**src/rtl/muldiv_pkg.sv**
```systemverilog
// Shared encodings for the iterative multiply/divide unit: Op codes, FSM states and
// small decode helpers used by both the controller and the datapath.
package muldiv_pkg;

  localparam logic [2:0] OP_MULT  = 3'b000;
  localparam logic [2:0] OP_MULTU = 3'b001;
  localparam logic [2:0] OP_DIV   = 3'b010;
  localparam logic [2:0] OP_DIVU  = 3'b011;
  localparam logic [2:0] OP_MTHI  = 3'b100;
  localparam logic [2:0] OP_MTLO  = 3'b101;

  typedef enum logic [1:0] {
    StIdle,
    StRun,
    StFix
  } state_e;

  function automatic logic is_arith_op(input logic [2:0] op);
    return !op[2];
  endfunction

  function automatic logic is_signed_op(input logic [2:0] op);
    return (op == OP_MULT) || (op == OP_DIV);
  endfunction

  function automatic logic is_div_op(input logic [2:0] op);
    return (op == OP_DIV) || (op == OP_DIVU);
  endfunction

endpackage

```
**src/rtl/muldiv_core.sv**
```systemverilog
// Multiply/divide datapath: operand magnitudes, shift-add / restoring-divide step
// and the combinational sign correction presented to the HI/LO registers.
module muldiv_core
  import muldiv_pkg::*;
#(
  parameter int unsigned WIDTH = 32
) (
  input  logic             i_clk,
  input  logic             i_rst_n,
  input  logic             i_load,
  input  logic             i_step,
  input  logic [2:0]       i_op,
  input  logic [WIDTH-1:0] i_a,
  input  logic [WIDTH-1:0] i_b,
  output logic [WIDTH-1:0] o_hi,
  output logic [WIDTH-1:0] o_lo,
  output logic             o_is_div,
  output logic             o_div_zero
);

  logic [2*WIDTH-1:0] r_acc;
  logic [2*WIDTH-1:0] w_acc_next;
  logic [WIDTH-1:0]   r_b;
  logic               r_is_div;
  logic               r_neg_q;
  logic               r_neg_r;

  logic               w_signed;
  logic               w_neg_a;
  logic               w_neg_b;
  logic [WIDTH-1:0]   w_mag_a;
  logic [WIDTH-1:0]   w_mag_b;

  logic [WIDTH:0]     w_sum;
  logic [WIDTH:0]     w_shift;
  logic [WIDTH:0]     w_diff;

  logic [2*WIDTH-1:0] w_prod;
  logic [WIDTH-1:0]   w_quo;
  logic [WIDTH-1:0]   w_rem;

  always_comb begin
    w_signed = is_signed_op(i_op);
    w_neg_a  = w_signed & i_a[WIDTH-1];
    w_neg_b  = w_signed & i_b[WIDTH-1];
    w_mag_a  = w_neg_a ? -i_a : i_a;
    w_mag_b  = w_neg_b ? -i_b : i_b;
  end

  // Multiply: acc = {partial, multiplier}. Divide: acc = {remainder, dividend/quotient}.
  always_comb begin
    w_sum   = {1'b0, r_acc[2*WIDTH-1:WIDTH]} + (r_acc[0] ? {1'b0, r_b} : '0);
    w_shift = r_acc[2*WIDTH-1:WIDTH-1];
    w_diff  = w_shift - {1'b0, r_b};
    if (!r_is_div) begin
      w_acc_next = {w_sum, r_acc[WIDTH-1:1]};
    end else if (!w_diff[WIDTH]) begin
      w_acc_next = {w_diff[WIDTH-1:0], r_acc[WIDTH-2:0], 1'b1};
    end else begin
      w_acc_next = {w_shift[WIDTH-1:0], r_acc[WIDTH-2:0], 1'b0};
    end
  end

  always_ff @(posedge i_clk or negedge i_rst_n) begin
    if (!i_rst_n) begin
      r_acc    <= '0;
      r_b      <= '0;
      r_is_div <= 1'b0;
      r_neg_q  <= 1'b0;
      r_neg_r  <= 1'b0;
    end else if (i_load) begin
      r_acc    <= {{WIDTH{1'b0}}, w_mag_a};
      r_b      <= w_mag_b;
      r_is_div <= is_div_op(i_op);
      r_neg_q  <= w_neg_a ^ w_neg_b;
      r_neg_r  <= w_neg_a;
    end else if (i_step) begin
      r_acc    <= w_acc_next;
    end
  end

  always_comb begin
    w_prod     = r_neg_q ? -r_acc : r_acc;
    w_quo      = r_neg_q ? -r_acc[WIDTH-1:0] : r_acc[WIDTH-1:0];
    w_rem      = r_neg_r ? -r_acc[2*WIDTH-1:WIDTH] : r_acc[2*WIDTH-1:WIDTH];
    o_is_div   = r_is_div;
    o_div_zero = r_is_div && (r_b == '0);
    if (r_is_div) begin
      // The remainder of a zero divide already equals the original dividend.
      o_hi = w_rem;
      o_lo = o_div_zero ? '1 : w_quo;
    end else begin
      o_hi = w_prod[2*WIDTH-1:WIDTH];
      o_lo = w_prod[WIDTH-1:0];
    end
  end

endmodule

```
**src/rtl/alu_muldiv.sv**
```systemverilog
// Iterative MULT/MULTU/DIV/DIVU unit owning HI/LO; controller FSM around muldiv_core
// with a Start/Busy/Done handshake and direct MTHI/MTLO writes.
module alu_muldiv
  import muldiv_pkg::*;
#(
  parameter int unsigned  WIDTH = 32,
  localparam int unsigned CNT_W = $clog2(WIDTH) + 1
) (
  input  logic             CLK,
  input  logic             Reset_L,
  input  logic             Start,
  input  logic [2:0]       Op,
  input  logic [WIDTH-1:0] BusA,
  input  logic [WIDTH-1:0] BusB,
  output logic             Busy,
  output logic             Done,
  output logic             DivZero,
  output logic [WIDTH-1:0] Hi,
  output logic [WIDTH-1:0] Lo
);

  state_e           r_state;
  state_e           w_state_next;
  logic [CNT_W-1:0] r_cnt;
  logic [WIDTH-1:0] r_hi;
  logic [WIDTH-1:0] r_lo;
  logic             r_done;
  logic             r_div_zero;

  logic             w_load;
  logic             w_step;
  logic             w_fix;
  logic             w_idle_start;
  logic [WIDTH-1:0] w_res_hi;
  logic [WIDTH-1:0] w_res_lo;
  logic             w_is_div;
  logic             w_div_zero;

  assign w_idle_start = (r_state == StIdle) && Start;

  always_comb begin
    w_state_next = r_state;
    w_load       = 1'b0;
    w_step       = 1'b0;
    w_fix        = 1'b0;
    unique case (r_state)
      StIdle: begin
        if (Start && is_arith_op(Op)) begin
          w_load       = 1'b1;
          w_state_next = StRun;
        end
      end
      StRun: begin
        w_step = 1'b1;
        if (r_cnt == CNT_W'(1)) w_state_next = StFix;
      end
      StFix: begin
        w_fix        = 1'b1;
        w_state_next = StIdle;
      end
      default: w_state_next = StIdle;
    endcase
  end

  always_ff @(posedge CLK or negedge Reset_L) begin
    if (!Reset_L) begin
      r_state <= StIdle;
      r_cnt   <= '0;
    end else begin
      r_state <= w_state_next;
      if (w_load) begin
        r_cnt <= CNT_W'(WIDTH);
      end else if (w_step) begin
        r_cnt <= r_cnt - CNT_W'(1);
      end
    end
  end

  // HI/LO change only as a whole, at the end of FIX or on an idle MTHI/MTLO.
  always_ff @(posedge CLK or negedge Reset_L) begin
    if (!Reset_L) begin
      r_hi       <= '0;
      r_lo       <= '0;
      r_done     <= 1'b0;
      r_div_zero <= 1'b0;
    end else begin
      r_done <= 1'b0;
      if (w_fix) begin
        r_hi   <= w_res_hi;
        r_lo   <= w_res_lo;
        r_done <= 1'b1;
        if (w_is_div) r_div_zero <= w_div_zero;
      end else if (w_idle_start && (Op == OP_MTHI)) begin
        r_hi   <= BusA;
        r_done <= 1'b1;
      end else if (w_idle_start && (Op == OP_MTLO)) begin
        r_lo   <= BusA;
        r_done <= 1'b1;
      end
    end
  end

  muldiv_core #(
    .WIDTH (WIDTH)
  ) u_core (
    .i_clk      (CLK),
    .i_rst_n    (Reset_L),
    .i_load     (w_load),
    .i_step     (w_step),
    .i_op       (Op),
    .i_a        (BusA),
    .i_b        (BusB),
    .o_hi       (w_res_hi),
    .o_lo       (w_res_lo),
    .o_is_div   (w_is_div),
    .o_div_zero (w_div_zero)
  );

  assign Busy    = (r_state != StIdle);
  assign Done    = r_done;
  assign DivZero = r_div_zero;
  assign Hi      = r_hi;
  assign Lo      = r_lo;

endmodule

```
**config.mk**
```make
export PLATFORM = sky130hd
export DESIGN_NAME = alu_muldiv
export DESIGN_NICKNAME = d
export VERILOG_FILES = /design/src/rtl/muldiv_pkg.sv /design/src/rtl/muldiv_core.sv /design/src/rtl/alu_muldiv.sv
export SDC_FILE = /design/constraint.sdc
export NUM_CORES = 1
export LEC_CHECK = 0
export ABC_AREA = 1
export BUFFER_PORTS_ARGS = -buffer_cell sky130_fd_sc_hd__buf_4
export CAP_MARGIN = 20
export CORE_UTILIZATION = 35
export DETAILED_ROUTE_END_ITERATION = 8
export GPL_TIMING_DRIVEN = 0
export HOLD_SLACK_MARGIN = 0.03
export SYNTH_ARGS = -nofsm -noshare
export SYNTH_HDL_FRONTEND = slang
export SYNTH_HIERARCHICAL = 1
export SYNTH_SLANG_ARGS = --single-unit
```
**constraint.sdc**
```tcl
create_clock -name CLK -period 2.4 [get_ports CLK]
set_input_delay 0.12 -clock CLK [delete_from_list [all_inputs] [get_ports CLK]]
set_output_delay 0.12 -clock CLK [all_outputs]
set_load 0.005 [all_outputs]
```
==> run summary, run 1 <==
status - complete, but fails checks
failing checks - negative setup slack
I/O pin total - 137
critical path fanouts, max - 7
Layout Nets - 3676
die area - 53600 um2
Routed Antenna Nets - 0
Setup crit start kind - register
GRT overflow - 0
Least-Margin Pin Slew - 994 ps
ys async rst share - 100%
synthesized instance count - 3185
largest cells by area after synthesis - nand2_1 24%, dfrtp_1 23%, inv_1 8.4%
Static Leak - 12.5 nW
Initial DRT Pass Iterations - 7
Buf/Inv on CP - 2
Final Max Tran Viols - 0
CTS clk-pin slew, worst paths - 80 ps
syn_area_per_cell - 5.79 um2
area leader, netlist - nand2_1
GRT Total Usage - 31.6%
Synth Cell Area - 18400 um2
Setup CP Type - reg2reg
clk buf depth - 2
fillcell total - 5397
Highest Signal Layer - met4
sequential area share after synthesis - 23.5%
CP top delay family - simple AND/OR/NAND/NOR gates
post-synth top area share - 23.6%
final hold vios - 0
share of cells above drive strength 1 - 27.0%
CP Data Arrival Time - 3040 ps
PD cells - 1100 nW/um2
worst hold path class - in2reg
Top FF cell, synth - dfrtp_1
Worst-Skew Late Latency - 490 ps
initial antenna violation count - 0
RSZ-0062 raised after global routing - yes
Root Driver - clkbuf_16
MaxCap Viol Count - 0
final setup vio count - 53
Initial DRC Count - 2282
pin count of the biggest net entering global routing - 90
WL met1 - 35.1 mm
initial cell density of the core - 35.7%
first-pass GRT wire length - 127 mm
Setup TNS - -5600 ps
maximum VDD drop - 0.000890 V
Post-synth EDFFs - 0
DRT Wirelength - 87.7 mm
metal2 WL - 38.5 mm
Max Clock Freq - 0.374 GHz
setup ws final - -275 ps
Synth Register Bits - 173
Num CTS Buffers - 17
WL per Instance - 20.8 um
DRC - 0
met3 WL post-DR - 7.87 mm
Mapped Nets - 3327
post-synth cell types - 56
Core ar. - 51700 um2
input/output buffers - 136
vias post-DR - 22900
Critical-path top delay cell - fa_2
Slew headroom - 33.7%
worst hold slack - 29.5 ps
row cnt - 83
total power - 27.9 mW
clock sink total - 173
die width - 232 um
Layout Utilization - 48.9%
Layout area overhead - 37.1%
htree depth - 4
crit path time final - 2670 ps
HPWL after detailed placement - 67.3 mm
Setup WS pre-CTS - -813 ps
Clock Skew - 15.6 ps
Worst setup EP type - register
final RePlAce weighted congestion - 1.06
drt via density - 5.41
CP cell instances - ha_4, fa_2, inv_2, nand2_4, nand2_4, nand3_2, nand2_2, nand2_2, nand2_4, nand2_8, nand3_4, nand2_8, buf_4, nand2_1, nand2_1, o21bai_1, nand2_1
Ys Warns - 6
CP peak stage delay - 430 ps
vias in the first global route - 21100
crit share post-route - 111%
CTS tree - built
die height - 232 um
worst path required time - 2760 ps
diode count - 0
## routing by layer
metal,track usage [%],vias to the layer above
li1,-,10900
met1,39.6,10500
met2,50.1,1208
met3,6.36,298
met4,18.7,0
met5,0,-
## state kept, by name, summed over array words and instances (netlist names), 2 cells and up
| name | flops |
|---|---|
| u_core/r_acc | 64 |
| r_state | 2 |
| Hi | 32 |
| u_core/r_b | 32 |
| r_cnt | 6 |
| Lo | 32 |
## cell usage after synthesis, drive strengths merged, types with 5 or more instances
cell type  count
a21o           5
a21oi        142
a22oi          9
a31oi         14
buf           52
clkbuf        57
dfrtp        173
ha            70
inv          422
nand2       1176
nand3        291
nand3b        16
nand4         47
nor2         301
nor3          47
nor4          12
o211ai        11
o21ai        196
o21bai        12
o22ai          6
o31ai          5
or2            9
xnor2         22
xor2          65
## cell usage in the layout (no fill, tap or decap), drive strengths merged, types with 5 or more instances in the layout
cell / netlist / routed
ha: 70 / 70
o31ai: 5 / 5
or2: 9 / 9
xnor2: 22 / 22
nor4: 12 / 12
dlygate4sd3: 0 / 48
a31oi: 14 / 14
nand2: 1176 / 1176
nor2: 301 / 301
a21o: 5 / 5
a21oi: 142 / 142
o211ai: 11 / 11
o21bai: 12 / 12
buf: 52 / 336
o21ai: 196 / 196
dfrtp: 173 / 173
inv: 422 / 423
o22ai: 6 / 6
nor3: 47 / 47
nand3: 291 / 291
clkinvlp: 0 / 8
nand4: 47 / 47
a22oi: 9 / 9
nand3b: 16 / 16
xor2: 65 / 65
clkinv: 3 / 6
clkbuf: 57 / 71
## kinds of logic after synthesis
| kind of cell | synth area share (%) |
|---|---|
| simple gates | 43.4 |
| compound gates | 12.5 |
| flops | 23.5 |
| fa+ha+maj | 4.97 |
| buf+inv | 11.5 |
| xor+xnor | 4.13 |
## path summary, 6_finish.rpt
check | cells past startpoint | end | slack [ps] | from
max | 17 | u_core/r_acc[41]$_DFFE_PN0P_ | -270 | u_core/r_b[0]$_DFFE_PN0P_
min reg2reg | 2 | r_cnt[5]$_DFFE_PN0P_ | 490 | r_cnt[5]$_DFFE_PN0P_
min | 4 | u_core/r_b[25]$_DFFE_PN0P_ | 30 | BusB[25]
max in group asynchronous | 3 | u_core/r_b[7]$_DFFE_PN0P_ | 1170 | Reset_L
min in group asynchronous | 2 | Hi[2]$_DFFE_PN0P_ | 250 | Reset_L
max reg2reg | 17 | u_core/r_acc[41]$_DFFE_PN0P_ | -270 | u_core/r_b[0]$_DFFE_PN0P_
## worst reg2reg max path, stage by stage (launching register included)
cell	delay [ps]
dfrtp_1	420
ha_4	180
fa_2	440
inv_2	120
nand2_4	60
nand2_4	60
nand3_2	70
nand2_2	80
nand2_2	70
nand2_4	110
nand2_8	90
nand3_4	160
nand2_8	120
buf_4	150
nand2_1	50
nand2_1	60
o21bai_1	230
nand2_1	110
## power breakdown
group          total, mW  leakage (nW)  switching, mW  internal, mW
Clock               2.98         0.283           1.43          1.55
Combinational       19.7          10.2           11.9          7.79
Sequential          5.20          2.03           1.38          3.82
## what timing repair did
action / CTS / global route
hold buffers: 47 / 1
endpoints found under the hold margin: 132 / 1
endpoints found under the setup margin: 142 / 135
gates cloned: 2 / 2
buffers inserted: 69 / 76
resized for setup: 298 / 452
pin swaps: 41 / 169
## cell type report
| class | count | area, um2 | share of cell area [%] |
|---|---|---|---|
| multi-input cells | 2478 | 14300 | 56.6 |
| clock inverters | 14 | 158 | 0.624 |
| repair buffers | 333 | 2850 | 11.3 |
| well taps | 680 | 851 | 3.37 |
| clock buffers | 17 | 425 | 1.68 |
| plain buffers | 106 | 646 | 2.55 |
| flip-flops and latches | 173 | 4390 | 17.4 |
| inverters | 425 | 1650 | 6.51 |
## stage by stage
stage,std cells,area (um2)
floorplan,3185,18500
global placement,4001,20300
detailed placement,4002,20400
CTS,4151,23000
global route,4226,25300
finish,4226,25300
Note: power is estimated with default switching activity, not from simulation.
==> inputs of run 2 (changes only) <==
--- a/config.mk
+++ b/config.mk
@@ -12,6 +12,7 @@
 export DETAILED_ROUTE_END_ITERATION = 8
 export GPL_TIMING_DRIVEN = 0
 export HOLD_SLACK_MARGIN = 0.03
+export PLACE_DENSITY_LB_ADDON = 0.08
 export SYNTH_ARGS = -nofsm -noshare
 export SYNTH_HDL_FRONTEND = slang
 export SYNTH_HIERARCHICAL = 1
==> run 2 against run 1 <==
Against the previous run: the flow still finishes with violations (negative setup slack); maximum frequency is 3.3% higher; via count rose by 0.10%; utilization up 1.3 points; cell area grew 2.7%; die area is the same; combinational power up 3%; largest cell class unchanged.
==> run summary, run 2 (synthesis gave the netlist of run 1 again) <==
initial antenna violation count - 1
Initial DRC Count - 2021
Worst-Skew Late Latency - 510 ps
Setup CP Type - reg2reg
clock sink total - 173
crit path time final - 2590 ps
most common cell after layout, fill and taps aside - nand2_1
DRT Wirelength - 96.2 mm
most frequent cells in the layout - 1000 x nand2_1, 351 x inv_1, 296 x buf_4
CTS clk-pin slew, worst paths - 80 ps
setup ws final - -189 ps
die width - 232 um
initial cell density of the core - 35.7%
Setup WS pre-CTS - -1010 ps
I/O pin total - 137
PD cells - 1100 nW/um2
first-pass GRT wire length - 137 mm
Initial DRT Pass Iterations - 5
Clock Skew - 19.8 ps
worst hold slack - 57.3 ps
Psw - 15.0 mW
Layout Nets - 3705
row cnt - 83
Layout Utilization - 50.2%
critical path fanouts, max - 6
WL per Instance - 22.6 um
Root Driver - clkbuf_16
vias in the first global route - 21600
RSZ-0062 raised after global routing - yes
MaxCap Viol Count - 0
Switching Fraction - 52.8%
GRT Total Usage - 35.0%
HPWL after detailed placement - 75.9 mm
status - complete, but fails checks
vias post-DR - 22900
Max Clock Freq - 0.386 GHz
Routed Antenna Nets - 0
Core ar. - 51700 um2
Num CTS Buffers - 17
share of cells above drive strength 1 - 29.1%
die area - 53600 um2
worst path required time - 2790 ps
diode count - 0
Setup crit start kind - register
Internal - 13.4 mW
clk buf depth - 2
GRT overflow - 0
final hold vios - 0
htree depth - 4
CTS tree - built
DRC - 0
Final Max Tran Viols - 0
drt via density - 5.38
Logic pwr share - 71.5%
fillcell total - 5471
pin count of the biggest net entering global routing - 100
Flop pwr share - 18.2%
Worst setup EP type - register
Slew headroom - 33.2%
Biggest register - u_core/r_acc
CP Data Arrival Time - 2980 ps
clock group share of total power - 10.3%
Least-Margin Pin Slew - 1000 ps
final RePlAce weighted congestion - 0.979
failing checks - negative setup slack
Largest register FFs - 64
crit share post-route - 108%
final setup vio count - 40
maximum VDD drop - 0.00106 V
die height - 232 um
Static Leak - 12.9 nW
Layout area overhead - 40.7%
worst hold path class - in2reg
input/output buffers - 136
-- run 2: critical path, cell delays in order (launching register included) --
cell	delay [ps]
dfrtp_1	380
buf_6	170
clkbuf_16	160
nand2_4	50
inv_4	60
ha_4	140
inv_4	40
fa_2	390
inv_2	80
nand3_4	70
nand2_4	100
nand2_4	60
nand2_4	90
nand2_4	50
nand2_4	80
nand4_1	130
nand3_1	130
nand3_2	110
nand3_2	120
nand2_1	60
-- run 2: area by class of cell --
class | count | area, um2 | share of cell area, %
buffer | 107 | 648 | 2.50
clock buffer | 18 | 439 | 1.69
clock inverter | 14 | 149 | 0.574
inverter | 425 | 1640 | 6.33
multi-input combinational | 2478 | 14700 | 56.8
sequential | 173 | 4400 | 17.0
tap | 680 | 851 | 3.28
timing repair buffer | 361 | 3090 | 11.9
-- run 2: per-stage QoR --
step / area, um2 / power (mW) / TNS, ps / instances
after floorplan: 18500 / 13.8 / 0 / 3185
after global routing: 25900 / 30.3 / -8960 / 4256
final: 25900 / 28.5 / -3560 / 4256
after detailed placement: 20400 / 19.0 / -58950 / 4002
after global placement: 20300 / 19.0 / -56740 / 4001
after CTS: 23200 / 24.3 / -4510 / 4151
-- run 2: final timing paths --
check / to / slack [ps] / cells past startpoint / from
max: u_core/r_acc[57]$_DFFE_PN0P_ / -190 / 19 / u_core/r_acc[0]$_DFFE_PN0P_
min: u_core/r_acc[7]$_DFFE_PN0P_ / 60 / 4 / BusA[7]
max reg2reg: u_core/r_acc[57]$_DFFE_PN0P_ / -190 / 19 / u_core/r_acc[0]$_DFFE_PN0P_
min reg2reg: r_cnt[5]$_DFFE_PN0P_ / 490 / 2 / r_cnt[5]$_DFFE_PN0P_
max in group asynchronous: u_core/r_b[9]$_DFFE_PN0P_ / 1210 / 3 / Reset_L
min in group asynchronous: Hi[8]$_DFFE_PN0P_ / 150 / 2 / Reset_L
-- run 2: power groups by stage --
stage / logic (mW) / clock network, mW / registers, mW
CTS: 15.9 / 2.98 / 5.43
detailed placement: 13.6 / 0 / 5.42
floorplan: 9.19 / 0 / 4.60
global route: 22.0 / 3.08 / 5.25
finish: 20.3 / 2.94 / 5.18
global placement: 13.6 / 0 / 5.39
-- run 2: routing by layer --
layer | vias up | track usage (%) | routed length (um)
li1 | 10900 | - | -
met1 | 10900 | 41.5 | 38300
met2 | 836 | 59.3 | 45700
met3 | 254 | 4.55 | 5230
met4 | 0 | 22.7 | 6910
met5 | - | 0 | 0
-- run 2: repair_timing --
| item | 4_1_cts | 5_1_grt |
|---|---|---|
| hold buffers | 48 | 0 |
| pin swaps | 67 | 181 |
| cloned | 3 | 2 |
| buffers inserted | 70 | 108 |
| resized for setup | 372 | 485 |
| hold endpoints to repair | 126 | 0 |
| endpoints found under the setup margin | 138 | 133 |
==> inputs of run 3 (changes only) <==
--- a/config.mk
+++ b/config.mk
@@ -12,7 +12,7 @@
 export DETAILED_ROUTE_END_ITERATION = 8
 export GPL_TIMING_DRIVEN = 0
 export HOLD_SLACK_MARGIN = 0.03
-export PLACE_DENSITY_LB_ADDON = 0.08
+export PLACE_DENSITY = 0.59
 export SYNTH_ARGS = -nofsm -noshare
 export SYNTH_HDL_FRONTEND = slang
 export SYNTH_HIERARCHICAL = 1
==> run 3 against run 2 <==
Against the previous run: the flow still finishes with violations (negative setup slack); critical path depth decreased by 1; cell area fell by 1.6%; first-iteration DRC count increased by 2.8%; sequential share of layout area grew 0.27 points; non-clock buffer count is the same; clock power increased by 7.8%; power increased by 1.6%; routed wire length decreased by 5.6%.
==> run summary, run 3 (synthesis gave the netlist of run 1 again) <==
maximum VDD drop - 0.00121 V
DRC - 0
die area - 53600 um2
die width - 232 um
metal2 WL - 40.3 mm
Setup CP Type - reg2reg
final hold vios - 0
CP cell instances - ha_4, fa_2, inv_2, nand2_2, nand2_2, nand3_2, nand2_2, nand2_2, nand2_4, nand2_8, buf_6, nand3_4, nand2_8, buf_8, nand3_4, nand3_2, nand2_1, nand2_1
Buf/Inv on CP - 3
Layout Utilization - 49.3%
Least-Margin Pin Slew - 920 ps
Crit Reg-Reg Startpoint - u_core/r_b[0]$_DFFE_PN0P_
Core ar. - 51700 um2
HP Start - BusA[14]
vias in the first global route - 21100
Switching Fraction - 52.4%
status - complete, but fails checks
Hold EP - Lo[14]$_DFFE_PN0P_
Setup crit start kind - register
most frequent cells in the layout - 1039 x nand2_1, 361 x inv_1, 291 x buf_4
Root Driver - clkbuf_16
Final Instance Area - 25500 um2
reg2reg end - u_core/r_acc[56]$_DFFE_PN0P_
worst path required time - 2770 ps
most common cell after layout, fill and taps aside - nand2_1
met3 WL post-DR - 6.58 mm
total power - 28.9 mW
crit path time final - 2670 ps
pin count of the biggest net entering global routing - 92
HPWL after detailed placement - 69.8 mm
fillcell total - 5436
Layout area overhead - 38.4%
final setup vio count - 34
die height - 232 um
share of cells above drive strength 1 - 26.7%
Final Max Tran Viols - 0
drt via density - 5.36
CP Data Arrival Time - 3040 ps
worst hold path class - in2reg
initial antenna violation count - 0
WL per Instance - 21.3 um
cells on worst reg2reg path - 18
failing checks - negative setup slack
Internal - 13.8 mW
Largest register FFs - 64
Initial DRT Pass Iterations - 6
clk buf depth - 2
Num CTS Buffers - 17
Flop pwr share - 17.5%
clock sink total - 173
Worst-Skew Late Latency - 490 ps
MaxCap Viol Count - 0
GRT overflow - 0
first-pass GRT wire length - 131 mm
Layout Nets - 3705
CP top delay family - simple AND/OR/NAND/NOR gates
crit share post-route - 111%
CTS clk-pin slew, worst paths - 70 ps
Area after DPL - 20400 um2
critical path fanouts, max - 8
Max Clock Freq - 0.375 GHz
CP peak stage delay - 460 ps
crit-path most repeated cell - nand2_2
htree depth - 4
Static Leak - 12.7 nW
Highest Signal Layer - met4
Initial DRC Count - 2078
initial cell density of the core - 35.7%
Biggest register - u_core/r_acc
PD cells - 1130 nW/um2
Routed Antenna Nets - 0
clock group share of total power - 11.0%
diode count - 0
Critical-path top delay cell - fa_2
input/output buffers - 136
hold depth - 5
vias post-DR - 22800
CTS tree - built
I/O pin total - 137
worst hold slack - 61.5 ps
row cnt - 83
Psw - 15.1 mW
Logic pwr share - 71.5%
Clock Skew - 14.6 ps
Slew headroom - 38.7%
setup ws final - -267 ps
R2R setup slack - -270 ps
WL met1 - 36.6 mm
GRT Total Usage - 33.0%
final RePlAce weighted congestion - 1.00
DRT Wirelength - 90.8 mm
RSZ-0062 raised after global routing - yes
Worst setup EP type - register
==> run 3: how the worst max path moves through the flow <==
stage,startpoint,endpoint,slack [ps],cells past startpoint
after floorplan,u_core/r_acc[0]$_DFFE_PN0P_,u_core/r_acc[61]$_DFFE_PN0P_,20,19
after global placement,r_state[0]$_DFFE_PN0P_,u_core/r_acc[38]$_DFFE_PN0P_,-960,11
after detailed placement,r_state[0]$_DFFE_PN0P_,u_core/r_acc[38]$_DFFE_PN0P_,-930,11
after CTS,u_core/r_b[0]$_DFFE_PN0P_,u_core/r_acc[35]$_DFFE_PN0P_,-150,18
after global routing,u_core/r_acc[31]$_DFFE_PN0P_,u_core/r_acc[56]$_DFFE_PN0P_,-300,19
final,u_core/r_b[0]$_DFFE_PN0P_,u_core/r_acc[56]$_DFFE_PN0P_,-270,18
==> run 3: power groups by stage <==
stage / registers (mW) / logic (mW) / clock network, mW
2_1_floorplan: 4.60 / 9.19 / 0
3_3_place_gp: 5.35 / 13.6 / 0
3_5_place_dp: 5.34 / 13.6 / 0
4_1_cts: 4.98 / 18.2 / 3.18
5_1_grt: 5.10 / 22.1 / 3.27
6_report: 5.06 / 20.7 / 3.17
==> run 3: stage by stage <==
step           cells  setup WS, ps  TNS, ps
3_5_place_dp    4002          -927   -62200
2_1_floorplan   3185          21.5        0
4_1_cts         4198          -154    -2990
5_1_grt         4256          -302    -8870
3_3_place_gp    4001          -957   -62320
6_report        4256          -267    -5730
==> run 3: what timing repair did <==
| item | CTS | global route |
|---|---|---|
| pin swaps | 99 | 136 |
| endpoints found under the hold margin | 149 | 0 |
| hold buffers | 54 | 0 |
| gates resized for setup | 449 | 288 |
| endpoints found under the setup margin | 141 | 117 |
| buffers inserted | 107 | 60 |
| gates cloned | 4 | 0 |
==> run 3: layout make-up <==
class / instances / area (um2) / area share [%]
inverters: 425 / 1650 / 6.45
repair buffers: 361 / 3060 / 12.0
well taps: 680 / 851 / 3.33
multi-input cells: 2478 / 14200 / 55.8
clock inverters: 15 / 208 / 0.814
clock buffers: 17 / 425 / 1.67
flip-flops and latches: 173 / 4400 / 17.2
plain buffers: 107 / 689 / 2.70
==> run 3: worst min-delay path: stages <==
cell and delay [ps]:
buf_4 120, nand2_1 90, nand2_1 90, nand2_1 50
nand2_1 50
==> run 3: metal layers <==
metal	global-route usage, %	up-vias
met4	23.2	0
met2	52.3	1046
met5	0	-
li1	-	10900
met3	4.56	305
met1	41.1	10500
